===== src/rtl/sh_cluster_port.sv =====
// rtl/sh_cluster_port.sv - super-hub endpoint of one cluster-hub link: credited upstream FIFO, credit-gated downstream register.
// Optional flit statistics counters: SH_PORT_STATS_EN.
module sh_cluster_port #(
    parameter int FLIT_W     = 20,
    parameter int UP_DEPTH   = 4,
    parameter int DN_CREDITS = 4
) (
    input  logic                              clk,
    input  logic                              rst,
    input  logic [FLIT_W-1:0]                 link_up_data,
    input  logic                              link_up_valid,
    output logic                              link_up_co,
    output logic [FLIT_W-1:0]                 link_dn_data,
    output logic                              link_dn_valid,
    input  logic                              link_dn_ci,
    output logic [FLIT_W-1:0]                 sw_up_data,
    output logic                              sw_up_valid,
    input  logic                              sw_up_ready,
    input  logic [FLIT_W-1:0]                 sw_dn_data,
    input  logic                              sw_dn_valid,
    output logic                              sw_dn_ready,
    output logic [$clog2(DN_CREDITS+1)-1:0]   dn_credits,
    output logic                              up_overflow,
    output logic                              credit_err,
    output logic [15:0]                       up_flit_cnt,
    output logic [15:0]                       dn_flit_cnt
);
    localparam int AW = $clog2(UP_DEPTH);
    localparam int CW = $clog2(DN_CREDITS + 1);
    localparam logic [CW-1:0] CRED_MAX = CW'(DN_CREDITS);

    logic [FLIT_W-1:0] mem [UP_DEPTH];
    logic [AW:0]       wr_ptr;
    logic [AW:0]       rd_ptr;
    logic              empty;
    logic              full;
    logic              pop;
    logic              push;
    logic              send;

    // Extra pointer MSB separates full (MSBs differ) from empty (pointers equal).
    assign empty = (wr_ptr == rd_ptr);
    assign full  = (wr_ptr[AW] != rd_ptr[AW]) && (wr_ptr[AW-1:0] == rd_ptr[AW-1:0]);

    assign sw_up_valid = !empty;
    assign sw_up_data  = mem[rd_ptr[AW-1:0]];
    assign pop         = !empty && sw_up_ready;
    // A pop frees the head slot at the same edge, so a full FIFO can still take a write.
    assign push        = link_up_valid && (!full || pop);

    always_ff @(posedge clk) begin
        if (push) begin
            mem[wr_ptr[AW-1:0]] <= link_up_data;
        end
    end

    always_ff @(posedge clk or negedge rst) begin
        if (!rst) begin
            wr_ptr      <= '0;
            rd_ptr      <= '0;
            link_up_co  <= 1'b0;
            up_overflow <= 1'b0;
        end else begin
            link_up_co <= pop;
            if (push) begin
                wr_ptr <= wr_ptr + 1'b1;
            end
            if (pop) begin
                rd_ptr <= rd_ptr + 1'b1;
            end
            if (link_up_valid && !push) begin
                up_overflow <= 1'b1;
            end
        end
    end

    assign sw_dn_ready = (dn_credits != '0);
    assign send        = sw_dn_valid && sw_dn_ready;

    always_ff @(posedge clk or negedge rst) begin
        if (!rst) begin
            link_dn_valid <= 1'b0;
            link_dn_data  <= '0;
            dn_credits    <= CRED_MAX;
            credit_err    <= 1'b0;
        end else begin
            link_dn_valid <= send;
            if (send) begin
                link_dn_data <= sw_dn_data;
            end
            case ({send, link_dn_ci})
                2'b10: dn_credits <= dn_credits - 1'b1;
                2'b01: begin
                    if (dn_credits == CRED_MAX) begin
                        credit_err <= 1'b1;
                    end else begin
                        dn_credits <= dn_credits + 1'b1;
                    end
                end
                default: dn_credits <= dn_credits;
            endcase
        end
    end

`ifdef SH_PORT_STATS_EN
    logic [15:0] up_cnt;
    logic [15:0] dn_cnt;

    always_ff @(posedge clk or negedge rst) begin
        if (!rst) begin
            up_cnt <= '0;
            dn_cnt <= '0;
        end else begin
            if (pop) begin
                up_cnt <= up_cnt + 16'd1;
            end
            if (send) begin
                dn_cnt <= dn_cnt + 16'd1;
            end
        end
    end

    assign up_flit_cnt = up_cnt;
    assign dn_flit_cnt = dn_cnt;
`else
    assign up_flit_cnt = 16'd0;
    assign dn_flit_cnt = 16'd0;
`endif

endmodule


===== config.mk =====
export PLATFORM = sky130hd
export DESIGN_NAME = sh_cluster_port
export DESIGN_NICKNAME = d
export VERILOG_FILES = /design/src/rtl/sh_cluster_port.sv
export SDC_FILE = /design/constraint.sdc
export NUM_CORES = 1
export LEC_CHECK = 0
export BUFFER_PORTS_ARGS = -buffer_cell sky130_fd_sc_hd__buf_2
export CELL_PAD_IN_SITES_DETAIL_PLACEMENT = 1
export CELL_PAD_IN_SITES_GLOBAL_PLACEMENT = 1
export CORE_ASPECT_RATIO = 1.4
export CORE_UTILIZATION = 39
export DETAILED_ROUTE_END_ITERATION = 12
export PLACE_DENSITY_LB_ADDON = 0.1
export SLEW_MARGIN = 20
export SYNTH_ARGS = -nofsm -noshare
export SYNTH_HDL_FRONTEND = slang
export SYNTH_SLANG_ARGS = --single-unit

===== constraint.sdc =====
create_clock -name clk -period 2.4 [get_ports clk]
set_clock_uncertainty 0.2 [all_clocks]
set_input_delay 0.12 -clock clk [delete_from_list [all_inputs] [get_ports clk]]
set_output_delay 0.12 -clock clk [all_outputs]
set_load 0.01 [all_outputs]

==> metrics <==
Post-DP HPWL=roughly 6.2 mm; total die area=about 12,000 um2; RSZ-0062 raised after global routing=no; clock share of power=32.9%; DRC violations left=0; Post-synth top cells=80 x edfxtp_1, 32 x buf_4, 32 x dfrtp_1; # port buffers=94; most numerous cell in the Yosys netlist=edfxtp_1; non-filler instance count after layout=574; vias in the first global route=roughly 3,100; largest area contributor in the netlist=edfxtp_1; CTS resizes=0; crit path max fanout=23; fmax=between 400 and 500 MHz; ys flop type=edfxtp_1; register share of total power=36.5%; Pre-antenna DRT Iters=4; top post-synthesis cells by area=edfxtp_1 51%, dfrtp_1 17%, mux4_2 9.6%; NumNets Final=469; Initial Util=40.6%; n_diodes=0; # IOs=~130; final period utilization=94.5%; reg-to-reg slack, setup=220 ps; Cell Rows=46; initial antenna violation count=0; CP Class=reg -> out; Die Wd=between 90 and 100 um; Max rail drop VDD=between 0.6 and 0.7 mV; first-pass GRT wire length=15.2 mm; share of layout cells above drive strength 1=between 40% and 50%; sequential fraction of the synthesis area=approximately 70%; root buffer cell=clkbuf_16; EDFF count, synth=80; worst hold path class=in -> async; setup tns final=0 ps; adder-cell share of the synthesized area=under 10%; ys async rst share=between 20% and 30%; initial drt markers=36; Pwr Density=1260 nW/um2; Crit path depth=3; Logic pwr share=a little under a third; fin crit period=2270 ps; Sw Pwr=2.32 mW; Worst setup SP type=register; routed wire length=about 9.5 mm; average routed wire per standard cell=about 17 um; Slew HR=around half; overall routing resource usage=16.8%; Setup crit end kind=output pin; simple-gate share of the synthesized area=2.84%; complex-gate fraction of the synthesized area=2.54%; Int Pwr=around 5.6 mW; main combinational cell family by area after synthesis=multiplexers; leak pwr=2.55 nW; Synth Warn #=0; GP Congestion=0.729; Net Sw Frac=just under 30%; Synth Area per Inst=around 18 um2; crit-path max cell delay=~590 ps; cell area after synthesis=4670 um2; Final Slew Violations=0; CTS tree=built; largest net degree at the start of global routing=34; DP Cell Count=a little under 500; Least-Margin Pin Slew=roughly 760 ps; Worst EP arrival=between 1500 and 2000 ps; # setup viols final=0; CP bufs+invs=2; worst r2r dst=dn_credits[2]; TritonCTS buffer count=17; hold_ws=120 ps; cells along the critical path=buf_4 > mux4_2 > buf_2; post-synthesis register bit count=between 100 and 150; clk_lat worst skew=between 400 and 500 ps; Die Y=132 um; Post-CTS Setup Bufs=0; r2r worst-path depth=7; fillers=about 1,100; slowest CP cell=mux4_2; Area growth syn-to-layout=34.9%; post-synthesis mux area share=approximately 15%; total core area=11,500 um2; Max Buffers Root-to-Sink=2; Max Cap Violations=0; Synth cell types=38; TritonCTS Sinks=113; H-tree Lvls=4; status=finished, final reports clean; Worst Setup SP=rd_ptr[0]; total gr overflow=0; Fin. Hold Viols=0; clk slew on worst S/H paths=around 50 ps; Via-to-Cell Ratio=4.65; post-route antenna net violation count=0; Setup crit end=sw_up_data[13]; post-synth top area share=roughly half; CP required=2080 ps; DR vias=between 2,000 and 3,000; xor/xnor share of the synthesized area=under 10%; CP delay by family, top=multiplexers; Util after Layout=a little over half; RR Startpoint=dn_credits[1]; cell count after synthesis=approximately 260
==> per-layer routing <==
metal	global-route usage (%)	vias up	share of wire, %
li1	-	1234	-
met3	5.09	11	5.1
met2	30.1	93	56
met4	7.07	0	1.2
met1	17.7	1332	38
met5	0	-	0
==> cell families (layout without fill, tap and decap cells) <==
group                      Yosys count  in the layout
and+or+nand+nor                     25             25
adders and majority gates            6              6
AOI/OAI and AO/OA                   15             15
DFF                                113            113
buffers and inverters               50            188
other                                1             32
xor gates and xnor gates             9              9
muxes                               42             42
==> worst min path at each step <==
| stage | endpoint | cells after the start | slack (ps) | start |
|---|---|---|---|---|
| 4_1_cts | credit_err | 2 | 130 | rst |
| 3_5_place_dp | credit_err | 1 | 40 | rst |
| 5_1_grt | credit_err | 2 | 200 | rst |
| 3_3_place_gp | credit_err | 1 | 40 | rst |
| 6_report | link_dn_data[19] | 2 | 120 | rst |
| 2_1_floorplan | credit_err | 0 | -380 | rst |
==> cell usage in the layout, fill, tap and decap left out, types with 3 or more instances in the layout <==
cell type / netlist / routed
dfrtp_1: 32 / 31
mux2_2: 22 / 22
nand2_1: 8 / 8
inv_1: 8 / 8
ha_1: 5 / 5
and3_1: 4 / 4
xnor2_1: 6 / 6
mux4_2: 20 / 20
nor2_1: 3 / 3
conb_1: 1 / 32
clkbuf_8: 0 / 3
edfxtp_1: 80 / 80
buf_2: 5 / 94
clkbuf_16: 0 / 20
clkbuf_1: 4 / 3
dlygate4sd3_1: 0 / 45
buf_4: 32 / 9
==> state kept, by name, summed over array words and instances (netlist names) <==
name / cells
mem: 80
link_dn_data: 20
dn_credits: 3
rd_ptr: 3
wr_ptr: 3
credit_err: 1
link_dn_valid: 1
link_up_co: 1
up_overflow: 1
==> stage by stage <==
step / setup slack (ps) / area [um2] / power (mW)
CTS: 59.2 / 6310 / 8.10
detailed placement: 218 / 5220 / 5.38
finish: 132 / 6310 / 7.96
floorplan: 26.1 / 4790 / 4.48
global placement: 283 / 5220 / 5.31
global route: 20.5 / 6310 / 8.42
==> cell type report <==
class,instances,area [um2],area share (%)
Multi-Input combinational cell,129,1240,19.6
Inverter,8,30.0,0.476
Clock buffer,26,553,8.77
Sequential cell,113,3230,51.2
Tap cell,144,180,2.86
Clock inverter,6,85.1,1.35
Timing Repair Buffer,148,988,15.7
==> power groups by stage <==
stage | logic (mW) | clock network, mW | registers [mW]
after floorplan | 1.51 | 0 | 2.97
after global placement | 2.40 | 0 | 2.91
after detailed placement | 2.43 | 0 | 2.94
after CTS | 2.50 | 2.68 | 2.92
after global routing | 2.71 | 2.74 | 2.97
final | 2.43 | 2.62 | 2.91
==> what timing repair did <==
| item | CTS | global route |
|---|---|---|
| setup endpoints to repair | 0 | 0 |
| hold buffers | 45 | 0 |
| endpoints found under the hold margin | 143 | 0 |
No activity file was read; power rests on OpenSTA's default activity.
